**config.mk**
```make
export PLATFORM = sky130hd
export DESIGN_NAME = riscv_praterv_arbiter
export DESIGN_NICKNAME = d
export VERILOG_FILES = /design/src/rtl/riscv_praterv_arbiter.sv
export SDC_FILE = /design/constraint.sdc
export NUM_CORES = 1
export LEC_CHECK = 0
export ABC_AREA = 1
export ABC_CLOCK_PERIOD_IN_PS = 5320
export CORE_AREA = 5 5 121 123
export DETAILED_ROUTE_END_ITERATION = 8
export DIE_AREA = 0 0 126 128
export MAX_ROUTING_LAYER = met4
export SLEW_MARGIN = 10
export SYNTH_ARGS = -nofsm -noshare
export SYNTH_HDL_FRONTEND = slang
export SYNTH_SLANG_ARGS = --single-unit
```
**constraint.sdc**
```tcl
create_clock -name clk -period 5.32 [get_ports clk]
set_clock_uncertainty 0.05 [all_clocks]
set_input_delay 1.33 -clock clk [delete_from_list [all_inputs] [get_ports clk]]
set_output_delay 1.33 -clock clk [all_outputs]
set_load 0.005 [all_outputs]
```
**src/rtl/riscv_praterv_arbiter.sv**
```systemverilog
// Two-master to one-slave data memory arbiter with grant lock, round-robin or
// fixed priority, and an in-order ID FIFO that steers responses back.
module riscv_praterv_arbiter #(
  parameter int RR_EN       = 1,
  parameter int OUTST_DEPTH = 2
) (
  input  logic        clk,
  input  logic        rst_n,
  input  logic        m0_req_i,
  input  logic [31:0] m0_addr_i,
  input  logic        m0_we_i,
  input  logic [3:0]  m0_be_i,
  input  logic [31:0] m0_wdata_i,
  output logic        m0_gnt_o,
  output logic        m0_rvalid_o,
  output logic [31:0] m0_rdata_o,
  output logic        m0_err_o,
  input  logic        m1_req_i,
  input  logic [31:0] m1_addr_i,
  input  logic        m1_we_i,
  input  logic [3:0]  m1_be_i,
  input  logic [31:0] m1_wdata_i,
  output logic        m1_gnt_o,
  output logic        m1_rvalid_o,
  output logic [31:0] m1_rdata_o,
  output logic        m1_err_o,
  output logic        slv_req_o,
  output logic [31:0] slv_addr_o,
  output logic        slv_we_o,
  output logic [3:0]  slv_be_o,
  output logic [31:0] slv_wdata_o,
  input  logic        slv_gnt_i,
  input  logic        slv_rvalid_i,
  input  logic [31:0] slv_rdata_i,
  input  logic        slv_err_i,
  output logic        proto_err_o,
  output logic        busy_o
);

  localparam logic [2:0] DEPTH_C   = 3'(OUTST_DEPTH);
  localparam logic [1:0] PTR_MAX_C = 2'(OUTST_DEPTH - 1);

  logic [3:0] fifo_r;
  logic [1:0] wr_ptr_r;
  logic [1:0] rd_ptr_r;
  logic [2:0] count_r;
  logic       lock_r;
  logic       lock_id_r;
  logic       last_r;
  logic       proto_err_r;

  logic       sel_s;
  logic       sel_req_s;
  logic       can_accept_s;
  logic       req_s;
  logic       hs_s;
  logic       pop_s;
  logic       head_s;

  // Master selection: lock wins, then priority scheme; m0 while in reset.
  always_comb begin
    sel_s = 1'b0;
    if (!rst_n) begin
      sel_s = 1'b0;
    end else if (lock_r) begin
      sel_s = lock_id_r;
    end else if (m0_req_i && m1_req_i) begin
      sel_s = (RR_EN != 0) ? ~last_r : 1'b0;
    end else if (m1_req_i) begin
      sel_s = 1'b1;
    end else begin
      sel_s = 1'b0;
    end
  end

  assign sel_req_s    = sel_s ? m1_req_i : m0_req_i;
  assign can_accept_s = (count_r < DEPTH_C) || ((count_r == DEPTH_C) && slv_rvalid_i);
  assign req_s        = rst_n & sel_req_s & can_accept_s;
  assign hs_s         = req_s & slv_gnt_i;
  assign pop_s        = rst_n & slv_rvalid_i & (count_r != 3'd0);
  assign head_s       = fifo_r[rd_ptr_r];

  assign slv_req_o   = req_s;
  assign slv_addr_o  = sel_s ? m1_addr_i  : m0_addr_i;
  assign slv_we_o    = sel_s ? m1_we_i    : m0_we_i;
  assign slv_be_o    = sel_s ? m1_be_i    : m0_be_i;
  assign slv_wdata_o = sel_s ? m1_wdata_i : m0_wdata_i;

  assign m0_gnt_o    = hs_s & ~sel_s;
  assign m1_gnt_o    = hs_s &  sel_s;
  assign m0_rvalid_o = pop_s & ~head_s;
  assign m1_rvalid_o = pop_s &  head_s;
  assign m0_err_o    = pop_s & ~head_s & slv_err_i;
  assign m1_err_o    = pop_s &  head_s & slv_err_i;
  assign m0_rdata_o  = slv_rdata_i;
  assign m1_rdata_o  = slv_rdata_i;

  assign proto_err_o = proto_err_r;
  assign busy_o      = rst_n & ((count_r != 3'd0) | req_s);

  // ID FIFO storage, wrapping pointers and occupancy count.
  always_ff @(posedge clk or negedge rst_n) begin
    if (!rst_n) begin
      fifo_r   <= 4'd0;
      wr_ptr_r <= 2'd0;
      rd_ptr_r <= 2'd0;
      count_r  <= 3'd0;
    end else begin
      if (hs_s) begin
        fifo_r[wr_ptr_r] <= sel_s;
        wr_ptr_r         <= (wr_ptr_r == PTR_MAX_C) ? 2'd0 : wr_ptr_r + 2'd1;
      end
      if (pop_s) begin
        rd_ptr_r <= (rd_ptr_r == PTR_MAX_C) ? 2'd0 : rd_ptr_r + 2'd1;
      end
      case ({hs_s, pop_s})
        2'b10:   count_r <= count_r + 3'd1;
        2'b01:   count_r <= count_r - 3'd1;
        default: count_r <= count_r;
      endcase
    end
  end

  // Grant lock, round-robin pointer and sticky protocol error.
  always_ff @(posedge clk or negedge rst_n) begin
    if (!rst_n) begin
      lock_r      <= 1'b0;
      lock_id_r   <= 1'b0;
      last_r      <= 1'b1;
      proto_err_r <= 1'b0;
    end else begin
      if (hs_s) begin
        lock_r <= 1'b0;
        last_r <= sel_s;
      end else if (req_s) begin
        lock_r    <= 1'b1;
        lock_id_r <= sel_s;
      end else if (!sel_req_s) begin
        lock_r <= 1'b0;
      end else begin
        lock_r <= lock_r;
      end
      if (slv_rvalid_i && (count_r == 3'd0)) begin
        proto_err_r <= 1'b1;
      end
    end
  end

endmodule

```
# After elaboration in Yosys (flattened, before gate mapping)

Cells that the tools add are included.

Register bits after elaboration: 15
Input bits: 177

Reductions and logical operators: 9
Magnitude comparators: 4
Add/subtract/negate cells: 4
Equal/unequal tests: 6
Multiplexer cells: 20
Bitwise gates (word level): 17

Operators with widths:

| kind                                                               | number |
|---|---|
| 2-to-1 mux 32 bit                                                  | 2 |
| AND 1 bit                                                          | 12 |
| 2-to-1 mux 1 bit                                                   | 11 |
| equality test 2 x 1 -> 1 bit (second input constant)               | 3 |
| < comparator 2 x 3 -> 1 bit (second input constant)                | 2 |
| case mux 3 bit (2 select lines)                                    | 1 |
| adder 2 x 1 -> 2 bit (second input constant)                       | 2 |
| bitwise mux 4 bit                                                  | 1 |
| logical AND 1 bit                                                  | 4 |
| 2-to-1 mux 2 bit                                                   | 2 |
| 2-to-1 mux 4 bit                                                   | 1 |
| NOT 1 bit                                                          | 4 |
| adder 3 x 1 -> 3 bit (second input constant)                       | 1 |
| equality test 3 x 2 -> 1 bit (second input constant)               | 1 |
| zero test 3 bit                                                    | 1 |
| < comparator 3 x 2 -> 1 bit (second input constant)                | 1 |
| inequality test 3 x 1 -> 1 bit (second input constant)             | 1 |
| nonzero test 3 bit                                                 | 1 |
| subtractor 3 x 1 -> 3 bit (second input constant)                  | 1 |
| binary-select mux 1 bit (select 2 bit)                             | 1 |
| demux 1 bit (select 2 bit)                                         | 1 |
| equality test 2 bit (second input constant)                        | 1 |
| greater-or-equal comparator 2 x 1 -> 1 bit (second input constant) | 1 |
| AND reduction 2 bit                                                | 1 |
| other kinds (3)                                                    | 3 |

# Longest topological paths before layout

Gate-level depths: netlist (run 1).

Depth after elaboration: 10
Mapped depth: 14
Gate-level depth less buffers: 14

# Worst setup path before layout (run 1)

Ideal clock, no wire load.

Path type: input to output
Start point: input port rst_n
End point: output port m1_gnt_o
Arrival time: 2.068 ns
Path buffers: 0
Stages on the path: 8
Path slack: 1.872 ns
Path through: inv_2 > a21oi_2 > nand2_4 > nand2_4 > nand3_4 > nor2_8 > nand2_1 > inv_1

Cells in the longest elaborated chain, start to end: 6

RTL lines:

| element                | line | text |
|---|---|---|
| from (decl)            | 8    | `input logic rst_n,` |
| 2-to-1 mux 1 bit       | 63   | `if (!rst_n) begin` |
| 2-to-1 mux 1 bit       | 76   | `assign sel_req_s = sel_s ? m1_req_i : m0_req_i;` |
| AND 1 bit (2 in a row) | 78   | `assign req_s = rst_n & sel_req_s & can_accept_s;` |
| AND 1 bit              | 79   | `assign hs_s = req_s & slv_gnt_i;` |
| AND 1 bit (*)          | 90   | `assign m1_gnt_o = hs_s & sel_s;` |
| to (decl)              | 23   | `output logic m1_gnt_o,` |

Every way passes the cells marked *; elsewhere a longest branch is shown, timed or not.

# Final worst setup path (run 1)

Start point: input port m0_req_i
End point: output port slv_wdata_o[15]

Cells in the longest elaborated chain, start to end: 5

RTL lines:

| element           | line | text |
|---|---|---|
| from (decl)       | 9    | `input logic m0_req_i,` |
| logical AND 1 bit | 67   | `end else if (m0_req_i && m1_req_i) begin` |
| 2-to-1 mux 1 bit  | 67   |  |
| 2-to-1 mux 1 bit  | 65   | `end else if (lock_r) begin` |
| 2-to-1 mux 1 bit  | 63   |  |
| 2-to-1 mux 32 bit | 87   | `assign slv_wdata_o = sel_s ? m1_wdata_i : m0_wdata_i;` |
| to (decl)         | 31   | `output logic [31:0] slv_wdata_o,` |

Every way passes these cells.

==> summary.txt, run 1 <==
Drt
  • Post-Route WL: approximately 11000 µm
  • Via Count: approximately 2.9k
  • Initial drt markers: roughly 150
  • Residual DRC count: 0
  • Routed Antenna Nets: 0
  • DRT Pass-1 Iters: 4
  • Routed WL per cell: approximately 14 µm
  • Vias/cell: 3.94

GRT
  • Largest net degree at the start of global routing: a little under 80
  • Gr usage total: 0.121
  • Total global routing overflow: 0
  • Number of global-route vias before repair: roughly 2.9k
  • Initial antenna violation count: 0
  • First-pass GRT wire length: roughly 15000 µm

Setup path
  • FF-to-FF Start: last_r$_DFFE_PN1P_
  • Flop2flop setup slack: 2.84 ns
  • R2r worst-path depth: 14
  • CP endpoint kind: primary output
  • Worst EP arrival: between 3 and 4 ns
  • Max Fanout on Critical Path: 52
  • R2R Path End: count_r[2]$_DFFE_PN0P_
  • Critical path class: in2out
  • Worst Path Required: roughly 3.9 ns
  • Worst setup SP type: primary input

Hold path
  • Hold wc startpoint: last_r$_DFFE_PN1P_
  • Hold Crit Depth: 2
  • WHS Endpoint: last_r$_DFFE_PN1P_
  • HP Class: reg2reg

Floorplan
  • Die footprint: ~0.016 mm²
  • Boundary Pins: roughly 320
  • Die Ht: 128 µm
  • Die width: between 100 and 150 µm
  • Core area: 0.0136 mm²
  • Starting Density: 0.165
  • Row count: between 40 and 50

Placement
  • Gpl congestion: 0.898
  • Placed instance count: ~720
  • Dpl hpwl: 8820 µm
  • Buffers on Ports: approximately 220
  • Dpl ws: 0.292 ns

Clock network
  • Post_cts resized: 0
  • Root Driver: clkbuf_16
  • Buffer depth of the longest clock path: 2
  • Inserted Clock Buffers: 3
  • CTS tree: yes
  • Total setup buffers inserted after CTS: 0
  • Clk sinks: 15
  • Worst-Skew Late Latency: about 0.25 ns
  • Post-CTS Hold Buffers: 0
  • Clock slew at reported path FFs: around 0.05 ns
  • H-tree depth: 1

Logic synthesis
  • Synthesized cell area: roughly 0.0022 mm²
  • Syn nets: ~580
  • Cells after Synth: about 400
  • Syn_area_per_cell: ~5.6 µm²
  • Register area share after synthesis: 0.168
  • Netlist cell types: 26
  • Seq cells post-synth: 15
  • Synth Warn #: 0

Run
  • # Max-Cap Violations: 0

Run status
  • Status: finished, final reports clean

Final layout
  • Layout cells sized above 1: 0.0328
  • Cell Count, Final, Fillers Out: 728
  • Area growth syn-to-layout: 88.8%
  • Net count, final: between 700 and 800
  • Fillers: 1483
  • Antenna cell count: 0

STA
  • Max Slew Vio Count: 0
  • Finish-stage setup viols: 0
  • Tmin final: approximately 5.0 ns
  • RSZ-0062 raised after global routing: no
  • Worst slew margin: 0.647
  • Setup TNS: 0 ns
  • Fmax achieved: about 0.20 GHz
  • Final hold vios: 0
  • Post-route setup slack: 0.327 ns
  • Slew @ Worst Pin: between 0.5 and 0.6 ns
  • Fin crit share: 0.939

Power
  • Leakage: roughly 2 nW
  • Worst IR Drop VDD: about 0.00014 V
  • PwrDens: 239 mW/mm²
==> through the flow <==
step / hold WS, ns / power (mW) / instance area, µm² / utilization
final: 0.415 / 1.01 / 4220 / 0.311
after global routing: 0.424 / 1.09 / 4220 / 0.311
after CTS: 0.416 / 1.03 / 4220 / 0.311
after detailed placement: 0.408 / 0.871 / 4140 / 0.306
after global placement: 0.401 / 0.859 / 4140 / 0.306
after floorplan: 0.392 / 0.519 / 2240 / -
==> how the worst max path moves through the flow <==
stage / end / startpoint / slack [ns] / cells after the start
after CTS: slv_wdata_o[15] / m0_req_i / 0.29 / 9
final: slv_wdata_o[15] / m0_req_i / 0.33 / 9
after global routing: slv_addr_o[5] / m0_req_i / 0.16 / 9
after detailed placement: slv_wdata_o[15] / m0_req_i / 0.29 / 9
after floorplan: m1_gnt_o / rst_n / 1.87 / 8
after global placement: slv_addr_o[5] / m0_req_i / 0.33 / 9
==> power breakdown <==
group,internal [mW],switching [mW],total (mW),leakage (nW)
Combinational,0.368,0.295,0.662,1.77
Clock,0.102,0.0472,0.149,0.0382
Sequential,0.162,0.0379,0.200,0.187
Total,0.631,0.380,1.01,2.00
==> metal layers <==
| metal | global-route usage | wire, µm | part of all wire |
|---|---|---|---|
| met1 | 0.140 | 4100 | 0.39 |
| met2 | 0.199 | 5060 | 0.48 |
| met3 | 0.0383 | 1040 | 0.098 |
| met4 | 0.0435 | 336 | 0.032 |
| met5 | - | 0 | 0 |
==> cell type report <==
class	count	area, µm²	share of cell area
well taps	180	225	0.0533
inverters	22	85.1	0.0202
clock buffers	4	78.8	0.0187
repair buffers	226	2260	0.536
flip-flops and latches	15	377	0.0892
multi-input cells	281	1190	0.282
==> cells in the mapped netlist <==
cell	n	area share
a21oi_1	2	0.0045
nor2_2	1	0.0028
xor2_1	2	0.0078
ha_1	1	0.0056
nand3_1	8	0.018
dfstp_2	1	0.012
nor2_8	1	0.0090
inv_2	2	0.0034
fa_1	1	0.0090
nor3_1	2	0.0045
a21oi_2	2	0.0078
inv_4	1	0.0028
xnor2_1	1	0.0039
buf_4	65	0.22
a21o_1	1	0.0034
nand3_4	1	0.0078
nand2_1	238	0.40
dfrtp_1	14	0.16
nand2_4	2	0.010
o21ai_0	6	0.013
nor2_1	7	0.012
buf_2	4	0.0090
clkbuf_1	5	0.0084
buf_6	5	0.025
nand4_1	5	0.014
inv_1	19	0.032
==> worst max-delay path, stage by stage <==
cell and delay (ns):
clkdlybuf4s50_1 0.49, nand2_1 0.06, nand2_1 0.06, nand2_1 0.09
nand2_4 0.23, buf_4 0.49, nand2_1 0.20, nand2_1 0.12
clkdlybuf4s50_1 0.50
==> sequential cells by signal, summed over array words and instances (netlist names) <==
register     count
fifo_r           4
last_r           1
wr_ptr_r         2
count_r          3
lock_r           1
proto_err_o      1
lock_id_r        1
rd_ptr_r         2
==> cell families (layout without fill, tap and decap cells) <==
| logic type | Yosys count | after routing | share of synthesized area |
|---|---|---|---|
| AOI/OAI and AO/OA | 11 | 11 | 0.0291 |
| xor gates and xnor gates | 3 | 3 | 0.0118 |
| adders and majority gates | 2 | 2 | 0.0145 |
| buffers and inverters | 101 | 252 | 0.299 |
| DFF | 15 | 15 | 0.168 |
| and+or+nand+nor | 265 | 265 | 0.477 |
==> layout by cell type (no fill, tap or decap), drive strengths merged, types with 2 or more instances in the layout <==
| cell | count |
|---|---|
| nand3 | 9 |
| a21oi | 4 |
| buf | 4 |
| nor3 | 2 |
| xor2 | 2 |
| clkdlybuf4s50 | 222 |
| clkbuf | 4 |
| dfrtp | 14 |
| inv | 22 |
| o21ai | 6 |
| nand2 | 240 |
| nand4 | 5 |
| nor2 | 9 |
(Power assumes the default switching activity.)
==> inputs of run 2 (changes only) <==
--- a/config.mk
+++ b/config.mk
@@ -10,7 +10,6 @@
 export CORE_AREA = 5 5 121 123
 export DETAILED_ROUTE_END_ITERATION = 8
 export DIE_AREA = 0 0 126 128
-export MAX_ROUTING_LAYER = met4
 export SLEW_MARGIN = 10
 export SYNTH_ARGS = -nofsm -noshare
 export SYNTH_HDL_FRONTEND = slang
==> run 2 against run 1 <==
Compared with the run above:
- sequential power hardly changed
- final cell count unchanged
- final area unchanged
- non-clock buffer count stayed put
- setup slack worse by 0.0056 ns
==> summary.txt, run 2 (synthesis gave the netlist of run 1 again) <==
Setup path
  • CP endpoint: slv_wdata_o[15]
  • Critical path class: in2out
  • R2r worst-path depth: 14
  • Slowest cell on crit path: clkdlybuf4s50_1
  • Worst Path Required: slightly below 4 ns
  • CP Cell Sequence: clkdlybuf4s50_1, nand2_1, nand2_1, nand2_1, nand2_4, buf_4, nand2_1, nand2_1, clkdlybuf4s50_1
  • Flop2flop setup slack: between 2 and 3 ns
  • CP endpoint kind: primary output
  • Worst EP arrival: 3.62 ns
  • FF-to-FF Start: last_r$_DFFE_PN1P_
  • Worst setup SP type: primary input
  • CP startpoint: m0_req_i
  • Most frequent CP cell: nand2_1
  • Max Fanout on Critical Path: 52
  • Crit-path max cell delay: around 0.50 ns
  • R2R Path End: count_r[2]$_DFFE_PN0P_

Clock network
  • Worst-Skew Late Latency: 0.25 ns
  • Clock slew at reported path FFs: ~0.050 ns
  • Root Driver: clkbuf_16
  • Clk sinks: 15
  • Inserted Clock Buffers: 3
  • CTS tree: yes
  • H-tree depth: 1
  • Buffer depth of the longest clock path: 2
  • Total setup buffers inserted after CTS: 0
  • Post_cts resized: 0
  • Post-CTS Hold Buffers: 0

GRT
  • First-pass GRT wire length: between 15000 and 20000 µm
  • Number of global-route vias before repair: 2885
  • Initial antenna violation count: 0
  • Total global routing overflow: 0
  • Gr usage total: 0.118
  • Largest net degree at the start of global routing: 77

Floorplan
  • Core area: ~0.014 mm²
  • Starting Density: 0.165
  • Row count: between 40 and 50
  • Boundary Pins: approximately 320
  • Die footprint: about 0.016 mm²
  • Die Ht: 128 µm
  • Die width: 126 µm

STA
  • Tmin final: around 5 ns
  • RSZ-0062 raised after global routing: no
  • Fin crit share: 0.940
  • Slew @ Worst Pin: approximately 0.53 ns
  • Final hold vios: 0
  • Finish-stage setup viols: 0
  • Worst slew margin: 0.649
  • Max Slew Vio Count: 0
  • Fmax achieved: ~0.2 GHz
  • Setup TNS: 0 ns

Drt
  • Routed Antenna Nets: 0
  • Via Count: just under 3k
  • DRT Pass-1 Iters: 4
  • Residual DRC count: 0
  • Initial drt markers: 129
  • Post-Route WL: ~11000 µm
  • Routed WL per cell: ~14 µm
  • Vias/cell: roughly 4

Final layout
  • Largest registers: fifo_r (4), count_r (3)
  • Most flop-heavy register: fifo_r
  • Largest register FFs: 4
  • Layout cells sized above 1: 0.0328
  • Most frequent cells in the layout: nand2_1, clkdlybuf4s50_1, inv_1, dfrtp_1, nand3_1
  • Commonest non-fill, non-tap cell in the layout: nand2_1
  • Net count, final: 728
  • Antenna cell count: 0
  • Fillers: about 1.5k
  • Area growth syn-to-layout: 88.8%

Placement
  • Buffers on Ports: ~220
  • Dpl hpwl: 8820 µm
  • Gpl congestion: just under 0.9

Run status
  • Status: finished, final reports clean

Power
  • Worst IR Drop VDD: between 0.0001 and 0.00015 V
  • Leakage: around 2 nW
  • Power Total: ~1.0 mW
  • PwrDens: roughly 240 mW/mm²

Hold path
  • HP Class: reg2reg
  • Hold wc startpoint: last_r$_DFFE_PN1P_

Run
  • # Max-Cap Violations: 0
==> run 2: per-layer routing <==
metal	up-vias	routed length, µm	GRT usage
met5	-	0	0
met4	0	358	0.0473
met3	49	1070	0.0413
met2	172	5030	0.196
met1	1249	4060	0.138
li1	1427	-	-
==> run 2: worst min path at each step <==
stage          cells past startpoint  slack (ns)                 endpoint
2_1_floorplan                      2        0.39       last_r$_DFFE_PN1P_
3_3_place_gp                       1        0.40  proto_err_o$_DFFE_PN0P_
3_5_place_dp                       2        0.41       last_r$_DFFE_PN1P_
4_1_cts                            2        0.42       last_r$_DFFE_PN1P_
5_1_grt                            2        0.42       last_r$_DFFE_PN1P_
6_report                           2        0.41       last_r$_DFFE_PN1P_
==> run 2: cell type report <==
class,instances,area (µm²),area share
multi-input cells,281,1190,0.282
inverters,22,85.1,0.0202
flip-flops and latches,15,377,0.0892
repair buffers,226,2260,0.536
clock buffers,4,78.8,0.0187
well taps,180,225,0.0533
==> run 2: worst max-delay path, delay by kind of cell <==
kind	cells	cell delay (ns)
simple gates	6	0.76
buf+inv	3	1.48
==> run 2: stage by stage <==
stage	util	instance area (µm²)	std cells	setup WS, ns	hold WS (ns)
after floorplan	-	2240	397	1.87	0.392
after global placement	0.306	4140	724	0.331	0.401
after detailed placement	0.306	4140	724	0.292	0.408
after CTS	0.311	4220	728	0.288	0.416
after global routing	0.311	4220	728	0.160	0.424
final	0.311	4220	728	0.321	0.413
==> run 2: report_power, final <==
group          switching (mW)  internal, mW
Combinational           0.295         0.367
Sequential             0.0376         0.162
Clock                  0.0474         0.102
